## src/rtl/rally_speed_ctrl_if.sv

```systemverilog
// Bundle between the collision logic / divider and the rally sequencer.
// Master drives game events and the divider clock; slave returns speed and game status.
interface rally_speed_ctrl_if;
    logic       div_clk;
    logic       serve_btn;
    logic       paddle_hit;
    logic       miss_l;
    logic       miss_r;
    logic [2:0] speed_level;
    logic       run;
    logic       point_flag;
    logic [3:0] score_l;
    logic [3:0] score_r;
    logic       game_over;
    logic       winner;

    modport master (
        output div_clk, serve_btn, paddle_hit, miss_l, miss_r,
        input  speed_level, run, point_flag, score_l, score_r, game_over, winner
    );

    modport slave (
        input  div_clk, serve_btn, paddle_hit, miss_l, miss_r,
        output speed_level, run, point_flag, score_l, score_r, game_over, winner
    );
endinterface

```

## src/rtl/rally_speed_ctrl.sv

```systemverilog
// Rally sequencer (IDLE/SERVE/RALLY/POINT/GAME_OVER): ramps ball speed on hits, scores misses; SERVE_TIMEOUT_EN adds auto-serve.
// Outputs registered one clk after the cause (div_clk/serve_btn add 2-3 clk sync); no backpressure, events outside RALLY dropped.
module rally_speed_ctrl #(
    parameter int HITS_PER_LEVEL = 3,
    parameter int MAX_LEVEL      = 7,
    parameter int HOLD_STEPS     = 4,
    parameter int WIN_SCORE      = 9,
    parameter int SERVE_TIMEOUT  = 10
) (
    input  logic              clk_in,
    input  logic              rst_n,
    rally_speed_ctrl_if.slave bus
);

    localparam logic [2:0] ST_IDLE  = 3'd0;
    localparam logic [2:0] ST_SERVE = 3'd1;
    localparam logic [2:0] ST_RALLY = 3'd2;
    localparam logic [2:0] ST_POINT = 3'd3;
    localparam logic [2:0] ST_OVER  = 3'd4;

    localparam logic [3:0] HITS_M1 = 4'(HITS_PER_LEVEL - 1);
    localparam logic [2:0] MAX_L   = 3'(MAX_LEVEL);
    localparam logic [7:0] HOLD_M1 = 8'(HOLD_STEPS - 1);
    localparam logic [3:0] WIN_S   = 4'(WIN_SCORE);

    if (HITS_PER_LEVEL < 1 || HITS_PER_LEVEL > 15 || MAX_LEVEL < 0 || MAX_LEVEL > 7 ||
        HOLD_STEPS < 1 || HOLD_STEPS > 255 || WIN_SCORE < 1 || WIN_SCORE > 15 ||
        SERVE_TIMEOUT < 1 || SERVE_TIMEOUT > 255) begin : g_param_range
        $error("rally_speed_ctrl: parameter out of legal range");
    end

    logic [2:0] div_sync_q;
    logic [2:0] btn_sync_q;
    logic       step;
    logic       serve_p;
    logic       timeout;

    logic [2:0] state_q, state_d;
    logic [3:0] hit_cnt_q, hit_cnt_d;
    logic [2:0] level_q, level_d;
    logic [3:0] score_l_q, score_l_d;
    logic [3:0] score_r_q, score_r_d;
    logic [7:0] hold_cnt_q, hold_cnt_d;
    logic       winner_q, winner_d;
    logic       run_q, point_q, over_q;
    logic       enter_serve;

    // Bits [1:0] form the synchronizer; bit 2 is the previous synced value for edge detect.
    always_ff @(posedge clk_in or negedge rst_n) begin
        if (!rst_n) begin
            div_sync_q <= '0;
            btn_sync_q <= '0;
        end else begin
            div_sync_q <= {div_sync_q[1:0], bus.div_clk};
            btn_sync_q <= {btn_sync_q[1:0], bus.serve_btn};
        end
    end

    assign step    = div_sync_q[1] ^ div_sync_q[2];
    assign serve_p = btn_sync_q[1] & ~btn_sync_q[2];

`ifdef SERVE_TIMEOUT_EN
    localparam logic [7:0] TO_M1 = 8'(SERVE_TIMEOUT - 1);
    logic [7:0] to_cnt_q, to_cnt_d;

    // Held at zero outside SERVE, so every SERVE entry starts a fresh count.
    assign to_cnt_d = (state_q == ST_SERVE) ? to_cnt_q + {7'd0, step} : 8'd0;
    assign timeout  = step && (to_cnt_q == TO_M1);

    always_ff @(posedge clk_in or negedge rst_n) begin
        if (!rst_n) to_cnt_q <= '0;
        else        to_cnt_q <= to_cnt_d;
    end
`else
    assign timeout = 1'b0;
`endif

    function automatic logic [3:0] sat_inc(input logic [3:0] s);
        return (s == WIN_S) ? s : s + 4'd1;
    endfunction

    always_comb begin
        state_d     = state_q;
        hit_cnt_d   = hit_cnt_q;
        level_d     = level_q;
        score_l_d   = score_l_q;
        score_r_d   = score_r_q;
        hold_cnt_d  = hold_cnt_q;
        winner_d    = winner_q;
        enter_serve = 1'b0;
        case (state_q)
            ST_IDLE: begin
                if (serve_p) begin
                    state_d     = ST_SERVE;
                    score_l_d   = '0;
                    score_r_d   = '0;
                    enter_serve = 1'b1;
                end
            end
            ST_SERVE: begin
                if (serve_p || timeout) state_d = ST_RALLY;
            end
            ST_RALLY: begin
                // miss_l wins a double miss; any miss masks a same-cycle hit.
                if (bus.miss_l) begin
                    state_d    = ST_POINT;
                    score_r_d  = sat_inc(score_r_q);
                    hold_cnt_d = '0;
                end else if (bus.miss_r) begin
                    state_d    = ST_POINT;
                    score_l_d  = sat_inc(score_l_q);
                    hold_cnt_d = '0;
                end else if (bus.paddle_hit) begin
                    if (hit_cnt_q == HITS_M1) begin
                        hit_cnt_d = '0;
                        if (level_q < MAX_L) level_d = level_q + 3'd1;
                    end else begin
                        hit_cnt_d = hit_cnt_q + 4'd1;
                    end
                end
            end
            ST_POINT: begin
                if (step) begin
                    if (hold_cnt_q == HOLD_M1) begin
                        if (score_l_q == WIN_S || score_r_q == WIN_S) begin
                            state_d  = ST_OVER;
                            winner_d = (score_r_q == WIN_S);
                        end else begin
                            state_d     = ST_SERVE;
                            enter_serve = 1'b1;
                        end
                    end else begin
                        hold_cnt_d = hold_cnt_q + 8'd1;
                    end
                end
            end
            ST_OVER: begin
                if (serve_p) state_d = ST_IDLE;
            end
            default: state_d = ST_IDLE;
        endcase
        if (enter_serve) begin
            level_d   = '0;
            hit_cnt_d = '0;
        end
    end

    always_ff @(posedge clk_in or negedge rst_n) begin
        if (!rst_n) begin
            state_q    <= ST_IDLE;
            hit_cnt_q  <= '0;
            level_q    <= '0;
            score_l_q  <= '0;
            score_r_q  <= '0;
            hold_cnt_q <= '0;
            winner_q   <= 1'b0;
            run_q      <= 1'b0;
            point_q    <= 1'b0;
            over_q     <= 1'b0;
        end else begin
            state_q    <= state_d;
            hit_cnt_q  <= hit_cnt_d;
            level_q    <= level_d;
            score_l_q  <= score_l_d;
            score_r_q  <= score_r_d;
            hold_cnt_q <= hold_cnt_d;
            winner_q   <= winner_d;
            run_q      <= (state_d == ST_RALLY);
            point_q    <= (state_d == ST_POINT);
            over_q     <= (state_d == ST_OVER);
        end
    end

    assign bus.speed_level = level_q;
    assign bus.run         = run_q;
    assign bus.point_flag  = point_q;
    assign bus.score_l     = score_l_q;
    assign bus.score_r     = score_r_q;
    assign bus.game_over   = over_q;
    assign bus.winner      = winner_q;

endmodule

```

## src/flat_wrapper.sv

```systemverilog
// flat-port wrapper written by rule: the top's interface ports become plain ports
module rally_speed_ctrl_flat 
#(
    parameter int HITS_PER_LEVEL = 3,
    parameter int MAX_LEVEL      = 7,
    parameter int HOLD_STEPS     = 4,
    parameter int WIN_SCORE      = 9,
    parameter int SERVE_TIMEOUT  = 10
)
  (clk_in, rst_n, bus_div_clk, bus_serve_btn, bus_paddle_hit, bus_miss_l, bus_miss_r, bus_speed_level, bus_run, bus_point_flag, bus_score_l, bus_score_r, bus_game_over, bus_winner);
  rally_speed_ctrl_if bus_i ();
  input  logic clk_in;
  input  logic rst_n;
  input wire logic [$bits(bus_i.div_clk)-1:0] bus_div_clk;
  input wire logic [$bits(bus_i.serve_btn)-1:0] bus_serve_btn;
  input wire logic [$bits(bus_i.paddle_hit)-1:0] bus_paddle_hit;
  input wire logic [$bits(bus_i.miss_l)-1:0] bus_miss_l;
  input wire logic [$bits(bus_i.miss_r)-1:0] bus_miss_r;
  output wire logic [$bits(bus_i.speed_level)-1:0] bus_speed_level;
  output wire logic [$bits(bus_i.run)-1:0] bus_run;
  output wire logic [$bits(bus_i.point_flag)-1:0] bus_point_flag;
  output wire logic [$bits(bus_i.score_l)-1:0] bus_score_l;
  output wire logic [$bits(bus_i.score_r)-1:0] bus_score_r;
  output wire logic [$bits(bus_i.game_over)-1:0] bus_game_over;
  output wire logic [$bits(bus_i.winner)-1:0] bus_winner;
  assign bus_i.div_clk = bus_div_clk;
  assign bus_i.serve_btn = bus_serve_btn;
  assign bus_i.paddle_hit = bus_paddle_hit;
  assign bus_i.miss_l = bus_miss_l;
  assign bus_i.miss_r = bus_miss_r;
  assign bus_speed_level = bus_i.speed_level;
  assign bus_run = bus_i.run;
  assign bus_point_flag = bus_i.point_flag;
  assign bus_score_l = bus_i.score_l;
  assign bus_score_r = bus_i.score_r;
  assign bus_game_over = bus_i.game_over;
  assign bus_winner = bus_i.winner;
  rally_speed_ctrl #(.HITS_PER_LEVEL(HITS_PER_LEVEL), .MAX_LEVEL(MAX_LEVEL), .HOLD_STEPS(HOLD_STEPS), .WIN_SCORE(WIN_SCORE), .SERVE_TIMEOUT(SERVE_TIMEOUT)) u_core (.clk_in(clk_in), .rst_n(rst_n), .bus(bus_i));
endmodule
```

## config.mk

```make
export PLATFORM = sky130hd
export DESIGN_NAME = rally_speed_ctrl_flat
export DESIGN_NICKNAME = d
export VERILOG_FILES = /design/src/rtl/rally_speed_ctrl_if.sv /design/src/rtl/rally_speed_ctrl.sv /design/src/flat_wrapper.sv
export SDC_FILE = /design/constraint.sdc
export NUM_CORES = 1
export LEC_CHECK = 0
export ABC_AREA = 1
export BUFFER_PORTS_ARGS = -buffer_cell sky130_fd_sc_hd__buf_2
export CAP_MARGIN = 5
export CELL_PAD_IN_SITES_DETAIL_PLACEMENT = 1
export CELL_PAD_IN_SITES_GLOBAL_PLACEMENT = 2
export CORE_MARGIN = 5
export CORE_UTILIZATION = 36
export CTS_BUF_LIST = sky130_fd_sc_hd__clkbuf_4 sky130_fd_sc_hd__clkbuf_8
export DETAILED_ROUTE_END_ITERATION = 8
export PLACE_DENSITY_LB_ADDON = 0.1
export RECOVER_POWER = 25
export SLEW_MARGIN = 40
export SYNTH_ARGS = -nofsm -noshare
export SYNTH_HDL_FRONTEND = slang
export SYNTH_SLANG_ARGS = --single-unit
```

## constraint.sdc

```tcl
create_clock -name clk_in -period 2.08 [get_ports clk_in]
set_clock_uncertainty 0.15 [all_clocks]
set_input_delay 0.208 -clock clk_in [delete_from_list [all_inputs] [get_ports clk_in]]
set_output_delay 0.208 -clock clk_in [all_outputs]
set_load 0.02 [all_outputs]
```

==> results of run 1 <==
[cells in the final DEF, fill, tap and decap left out, types with 2 or more instances in the layout]
cell type	netlist	layout
nand3_2	3	3
clkbuf_8	0	6
nor2_4	3	3
nor3_1	7	7
dfrtp_1	36	36
nor3b_1	2	2
dlygate4sd3_1	0	3
xor2_1	6	6
inv_2	4	4
o31ai_1	3	3
a22oi_1	2	2
nor2_1	23	23
nand3_1	11	11
inv_1	31	31
nand4_1	5	5
buf_2	0	21
ha_1	8	8
o21ai_0	9	9
xnor2_1	2	2
nand2_1	57	57
nor2_2	2	2
nand2_2	8	8
a21oi_1	3	3
[sequential cells by signal, indices dropped and copies added (netlist names)]
name,count
u_core.state_q,3
u_core.bus.run,1
u_core.btn_sync_q,3
u_core.bus.game_over,1
u_core.bus.point_flag,1
u_core.hold_cnt_q,8
u_core.bus.winner,1
u_core.bus.score_r,4
u_core.bus.speed_level,3
u_core.div_sync_q,3
u_core.hit_cnt_q,4
u_core.bus.score_l,4
[metal layers]
layer  routed length [µm]  track usage [%]  vias to the layer above
met2                 2250             23.1                       12
li1                     -                -                      814
met5                    0                0                        -
met3                  110             3.85                        2
met1                 2000             16.5                      747
met4                   40             4.68                        0
[worst min-delay path, stage by stage]
cell and delay [ps]:
buf_2 120, nand3_2 120, o21ai_0 90
[final timing paths]
path	endpoint	from	slack [ps]	cells past startpoint
hold / removal	u_core.bus.score_l[0]	bus_miss_r	130	3
min in group asynchronous	u_core.bus.score_l[1]	rst_n	510	3
setup reg to reg	u_core.bus.speed_level[1]	u_core.hold_cnt_q[0]	230	10
max in group asynchronous	u_core.hit_cnt_q[1]	rst_n	700	3
setup / recovery	u_core.bus.speed_level[1]	u_core.hold_cnt_q[0]	230	10
hold reg to reg	u_core.btn_sync_q[1]	u_core.btn_sync_q[0]	200	0
[area by class of cell]
type / count / share of cell area [%]
flip-flops and latches: 36 / 39.4
repair buffers: 25 / 6.13
clock buffers: 7 / 3.94
inverters: 35 / 5.74
well taps: 72 / 3.94
multi-input cells: 164 / 40.5
clock inverters: 1 / 0.328
[per-stage QoR]
step	power, W	util [%]	worst slack (ps)	cell area (µm²)	cells
3_5_place_dp	0.00194	40.0	248	2160	329
6_report	0.00245	42.3	235	2290	340
4_1_cts	0.00250	42.4	229	2290	340
2_1_floorplan	0.00167	-	382	1970	236
3_3_place_gp	0.00193	40.0	229	2160	329
5_1_grt	0.00267	42.3	0.454	2290	340
[cell families (layout without fill, tap and decap cells)]
family	after synthesis	count (layout)	share of synthesized area [%]
flops	36	36	45.7
fa+ha+maj	8	8	5.08
mux	1	1	0.508
xor+xnor	8	8	3.56
compound gates	23	23	7.75
buf+inv	36	68	7.24
simple gates	124	124	30.2
[power by group through the flow]
| stage | clock network, W | logic [W] | registers (W) |
|---|---|---|---|
| floorplan | 0 | 0.000610 | 0.00106 |
| global placement | 0 | 0.000939 | 0.000996 |
| detailed placement | 0 | 0.000943 | 0.00100 |
| CTS | 0.000559 | 0.000951 | 0.000987 |
| global route | 0.000596 | 0.00106 | 0.00101 |
| finish | 0.000537 | 0.000925 | 0.000983 |
==> metrics.md, run 1 <==
| Metric | Value |
|---|---|
| Crit path cell chain | ha_1, inv_2, nor2_2, nand2_1, nor2_1, nand3_2, nand3_1, nand2_2, nand2_1, nand2_1 |
| Min-Delay Path Class | input pin to register |
| Die span in x | around 84 µm |
| Max_slew headroom | around 39% |
| Routed vias/inst | 4.63 |
| Unrepaired setup endpoints after global routing | false |
| Lkg Pwr | around 1.2 nW |
| Routed WL per cell | ~13 µm |
| Total Routed Length | around 4400 µm |
| Initial Util | between 30% and 40% |
| Area grow syn2layout | 16.1% |
| Setup violations, final | 0 |
| P_int | ~0.0014 W |
| CTS Buf Count | 5 |
| Ys async rst share | 100% |
| H-tree depth | 2 |
| Status | complete, no violations |
| Slowest-stage cell, CP | dfrtp_1 |
| DP HPWL | around 3400 µm |
| Min Hold Slack | around 130 ps |
| Number of global-route vias before repair | 1626 |
| I/O pins | 22 |
| Critical path's most frequent cell | nand2_1 |
| Max Clock Freq | roughly 540 MHz |
| CP endpoint kind | register |
| Maximum vdd ir drop | ~0.00044 V |
| DRT iter0 DRCs | between 40 and 50 |
| Sink Count | 36 |
| Initial antenna violation count | 0 |
| Critical Path Fanout Max | 6 |
| GRT Overall Usage | between 10 and 15% |
| Largest net degree at the start of global routing | 37 |
| Net Sw Frac | between 40% and 50% |
| Slew @ Worst Pin | between 900 and 1000 ps |
| Total of warnings raised by yosys | 0 |
| Sw Pwr | between 0.001 and 0.0015 W |
| Fin. Hold Viols | 0 |
| Setup TNS | 0 ps |
| Cells after synthesis | between 200 and 250 |
| Synth area leaders | dfrtp_1 46%, nand2_1 11%, inv_1 5.9%, ha_1 5.1%, nor2_1 4.4% |
| Count leader, synth | nand2_1 |
| Post-CTS Setup Bufs | 0 |
| Core ar. | 5410 µm² |
| Yosys top cell area share | a little under half |
| Max-slew violations | 0 |
| Power Density | 1070 nW/µm² |
| Clock tree root buffer cell | clkbuf_8 |
| Critical Path Max Stage Delay | 380 ps |
| Insertion delay to the later sink of the worst-skew pair | between 200 and 300 ps |
| Via count | 1575 |
| Share of cells above drive strength 1 | 20.5% |
| Synth unique cells | 31 |
| Die ar. | 7050 µm² |
| Arrival time worst endpoint | between 1500 and 2000 ps |
| Power share of the combinational group | a little under two fifths |
| Port Buffer Count | 21 |
| Syn_area_per_cell | 8.35 µm² |
| Final net count | 282 |
| Crit path buf inv count | 1 |
| Sequential standard cell area | 901 µm² |
| Multi-input logic area | between 900 and 1000 µm² |
| Syn nets | 251 |
| Detailed Routing Iterations Pass 1 | 4 |
| Synth top cells by count | 57 x nand2_1, 36 x dfrtp_1, 31 x inv_1, 23 x nor2_1, 11 x nand3_1 |
| Clock power share | between 20% and 30% |
| Die height | roughly 84 µm |
| Antenna viol nets, final | 0 |
| Grt ovf | 0 |
| Clock Pin Slew Worst Setup and Hold Paths | about 70 ps |
| CP top delay family | simple AND/OR/NAND/NOR gates |
| # diodes | 0 |
| Post-synthesis cell area | ~2000 µm² |
| Most common flop cell mapped by yosys | dfrtp_1 |
| DRC viols | 0 |
| Clock buffer depth | 2 |
| Post-synth EDFFs | 0 |
| Synth area leader | dfrtp_1 |
| Minimum clock period after layout | 1850 ps |
| First-pass GRT wire length | 7640 µm |
| #FFs+latches synth | 36 |
| RD Place Congestion | approximately 0.75 |
| WP data required | about 2100 ps |
| Fin crit share | about 89% |
| Post-synthesis sequential area ratio | between 40% and 50% |
| Reg power frac | 40.2% |
| Rows | 27 |
| TritonCTS clock tree | built |
| # fillers | ~700 |
| Crit start category | register |
| Post-CTS Hold Buffers | 3 |
| CTS resizes | 0 |
| Crit Path Class | register to register |
| Max-cap check violation count | 0 |
No activity file was read; power rests on OpenSTA's default activity.
==> inputs of run 2 (changes only) <==
--- a/config.mk
+++ b/config.mk
@@ -6,14 +6,14 @@
 export NUM_CORES = 1
 export LEC_CHECK = 0
 export ABC_AREA = 1
-export BUFFER_PORTS_ARGS = -buffer_cell sky130_fd_sc_hd__buf_2
 export CAP_MARGIN = 5
 export CELL_PAD_IN_SITES_DETAIL_PLACEMENT = 1
 export CELL_PAD_IN_SITES_GLOBAL_PLACEMENT = 2
 export CORE_MARGIN = 5
-export CORE_UTILIZATION = 36
+export CORE_UTILIZATION = 39
 export CTS_BUF_LIST = sky130_fd_sc_hd__clkbuf_4 sky130_fd_sc_hd__clkbuf_8
 export DETAILED_ROUTE_END_ITERATION = 8
+export DONT_BUFFER_PORTS = 1
 export PLACE_DENSITY_LB_ADDON = 0.1
 export RECOVER_POWER = 25
 export SLEW_MARGIN = 40
==> constraint.sdc (replaced) <==
create_clock -name clk_in -period 2.08 [get_ports clk_in]
set_clock_uncertainty 0.15 [all_clocks]
set_input_delay 0.416 -clock clk_in [delete_from_list [all_inputs] [get_ports clk_in]]
set_output_delay 0.416 -clock clk_in [all_outputs]
set_load 0.02 [all_outputs]
==> run 2 against run 1 <==
  * Final area down 3.0%
  * Via count up 1.6%
  * Maximum frequency up 1.2%
  * Worst setup slack better by 22 ps
  * Worst hold slack better by 79 ps
  * Wire length up 5.6%
  * Utilization up 3.8 points
  * Clock-buffer cell count down 1
  * Sequential cell count unchanged
  * Sequential power up 6%
  * Global-route usage up 2.3 points
  * Non-clock buffer count down 17
  * Critical path type unchanged
==> metrics.md, run 2 (synthesis gave the netlist of run 1 again) <==
| Metric | Value |
|---|---|
| Maximum vdd ir drop | 0.000478 V (was 0.000445 V) |
| Number of global-route vias before repair | 1699 (was 1626) |
| Max Clock Freq | 548 MHz (was 542 MHz) |
| Fin. Hold Viols | 0 (unchanged) |
| CP endpoint kind | register (unchanged) |
| Arrival time worst endpoint | 1880 ps (was 1870 ps) |
| Slew @ Worst Pin | 923 ps (was 915 ps) |
| Multi-input logic area | 927 µm² (unchanged) |
| Setup TNS | 0 ps (unchanged) |
| Routed vias/inst | 5.03 (was 4.63) |
| Met1 GRT Util | 18.8% (was 16.5%) |
| Fin crit share | 87.7% (was 88.7%) |
| # diodes | 0 (unchanged) |
| Power share of the combinational group | 34.1% (was 37.8%) |
| Crit Path Class | register to register (unchanged) |
| Die span in x | 81.1 µm (was 84.0 µm) |
| Total Routed Length | 4650 µm (was 4410 µm) |
| Die ar. | 6570 µm² (was 7050 µm²) |
| Crit path cell chain | ha_1, inv_2, nor2_2, nand4_2, nand2_1, nand2_2, inv_1, nor2_1, a21oi_1 (was ha_1, inv_2, nor2_2, nand2_1, nor2_1, nand3_2, nand3_1, nand2_2, nand2_1, nand2_1) |
| Clock power share | 24.7% (was 22.0%) |
| Core Util, Final | 46.1% (was 42.3%) |
| Lkg Pwr | 1.10 nW (was 1.17 nW) |
| Most flops, register | u_core.hold_cnt_q (unchanged) |
| H-tree depth | 2 (unchanged) |
| Core ar. | 4820 µm² (was 5410 µm²) |
| GRT Overall Usage | 15.9% (was 13.6%) |
| Die height | 81.1 µm (was 84.0 µm) |
| Post-route cell area | 2220 µm² (was 2290 µm²) |
| I/O pins | 22 (unchanged) |
| Net Sw Frac | 40.7% (was 41.8%) |
| DRT iter0 DRCs | 51 (was 48) |
| CTS Buf Count | 5 (unchanged) |
| Sequential standard cell area | 901 µm² (unchanged) |
| Routed WL per cell | 14.6 µm (was 13.0 µm) |
| Rows | 25 (was 27) |
| GR peak layer | met2 (unchanged) |
| Met3 usage | 5.21% (was 3.85%) |
| Grt ovf | 0 (unchanged) |
| Status | complete, no violations (unchanged) |
| Max-cap check violation count | 0 (unchanged) |
| Power Density | 1130 nW/µm² (was 1070 nW/µm²) |
| GR met2 Demand/Resource | 27.6% (was 23.1%) |
| Area grow syn2layout | 12.6% (was 16.1%) |
| Post-DP Area | 2070 µm² (was 2160 µm²) |
| Setup violations, final | 0 (unchanged) |
| Minimum clock period after layout | 1820 ps (was 1850 ps) |
| Sink Count | 36 (unchanged) |
| Commonest cells after routing, fill and taps aside | 57 x nand2_1, 36 x dfrtp_1, 31 x inv_1, 23 x nor2_1, 11 x nand3_1 (was 57 x nand2_1, 36 x dfrtp_1, 31 x inv_1, 23 x nor2_1, 21 x buf_2) |
| Max_slew headroom | 38.4% (was 39.0%) |
| Critical Path Fanout Max | 11 (was 6) |
| Critical Path Max Stage Delay | 380 ps (about the same) |
| Slowest-stage cell, CP | dfrtp_1 (unchanged) |
| DRC viols | 0 (unchanged) |
| WP data required | 2130 ps (was 2110 ps) |
| TritonCTS clock tree | built (unchanged) |
| Antenna viol nets, final | 0 (unchanged) |
| Clock tree root buffer cell | clkbuf_8 (unchanged) |
| Crit start category | register (unchanged) |
| Unrepaired setup endpoints after global routing | false (unchanged) |
| RD Place Congestion | 0.805 (was 0.745) |
| Initial Util | 40.9% (was 36.5%) |
| Via count | 1600 (was 1575) |
| Sw Pwr | 0.00102 W (about the same) |
| Final net count | 265 (was 282) |
| Min Hold Slack | 211 ps (was 133 ps) |
| Max-slew violations | 0 (unchanged) |
| # fillers | 604 (was 691) |
| Port Buffer Count | 0 (was 21) |
| P_int | 0.00149 W (was 0.00142 W) |
| DP HPWL | 3670 µm (was 3430 µm) |
| Most common cell after layout, fill and taps aside | nand2_1 (unchanged) |
| Crit path buf inv count | 2 (was 1) |
| Clock Pin Slew Worst Setup and Hold Paths | 70 ps (about the same) |
| Min-Delay Path Class | input pin to register (unchanged) |
| CTS resizes | 0 (unchanged) |
| Max reg flops | 8 (unchanged) |
| CP top delay family | simple AND/OR/NAND/NOR gates (unchanged) |
| Reg power frac | 41.2% (was 40.2%) |
| Initial antenna violation count | 0 (unchanged) |
| Clock buffer depth | 2 (unchanged) |
| Share of cells above drive strength 1 | 15.1% (was 20.5%) |
| First-pass GRT wire length | 7970 µm (was 7640 µm) |
| Largest net degree at the start of global routing | 37 (unchanged) |
| Insertion delay to the later sink of the worst-skew pair | 290 ps (about the same) |
| Tot Pwr | 0.00251 W (was 0.00245 W) |
| Detailed Routing Iterations Pass 1 | 4 (unchanged) |
==> run 2: changes by cell type in the layout (fill, tap and decap cells not counted) <==
cell / change
buf_2: -21
buf_4: +4
bufinv_16: +1
clkbuf_8: -1
clkinv_2: +1
clkinvlp_4: -1
==> run 2: power by group through the flow <==
stage | Clock, W | Combinational, W | Sequential [W]
6_report | 0.000620 | 0.000855 | 0.00104
5_1_grt | 0.000677 | 0.000988 | 0.00106
4_1_cts | 0.000641 | 0.000884 | 0.00104
3_5_place_dp | 0 | 0.000858 | 0.00105
3_3_place_gp | 0 | 0.000808 | 0.00104
2_1_floorplan | 0 | 0.000610 | 0.00106
==> run 2: per-layer routing <==
metal  wire length, µm  vias to the layer above
li1                  -                      779
met5                 0                        -
met4                61                        0
met1              2060                      787
met3               215                        7
met2              2320                       27
==> run 2: layout make-up <==
cell class,instances,area share [%]
Inverter,35,5.92
Sequential cell,36,40.6
Clock buffer,6,3.44
Clock inverter,2,1.58
Multi-Input combinational cell,164,41.8
Timing Repair Buffer,8,2.93
Tap cell,67,3.78
==> run 2: worst paths after layout <==
| check | endpoint | slack, ps | startpoint | cells after the start |
|---|---|---|---|---|
| min reg2reg | u_core.btn_sync_q[1] | 220 | u_core.btn_sync_q[0] | 0 |
| min in group asynchronous | u_core.hold_cnt_q[7] | 660 | rst_n | 2 |
| max reg2reg | u_core.hold_cnt_q[0] | 260 | u_core.hold_cnt_q[0] | 9 |
| max | u_core.hold_cnt_q[0] | 260 | u_core.hold_cnt_q[0] | 9 |
| max in group asynchronous | u_core.bus.score_r[2] | 550 | rst_n | 2 |
| min | u_core.bus.score_l[0] | 210 | bus_miss_r | 2 |
==> run 2: repair_timing <==
action	CTS	global route
hold buffers	4	0
hold endpoints to repair	38	0
buffers inserted	0	0
==> run 2: stage by stage <==
stage                     setup slack [ps]  instances
after global placement                 347        306
after detailed placement               244        306
after CTS                              229        318
after floorplan                        382        236
final                                  257        318
after global routing                  87.1        318
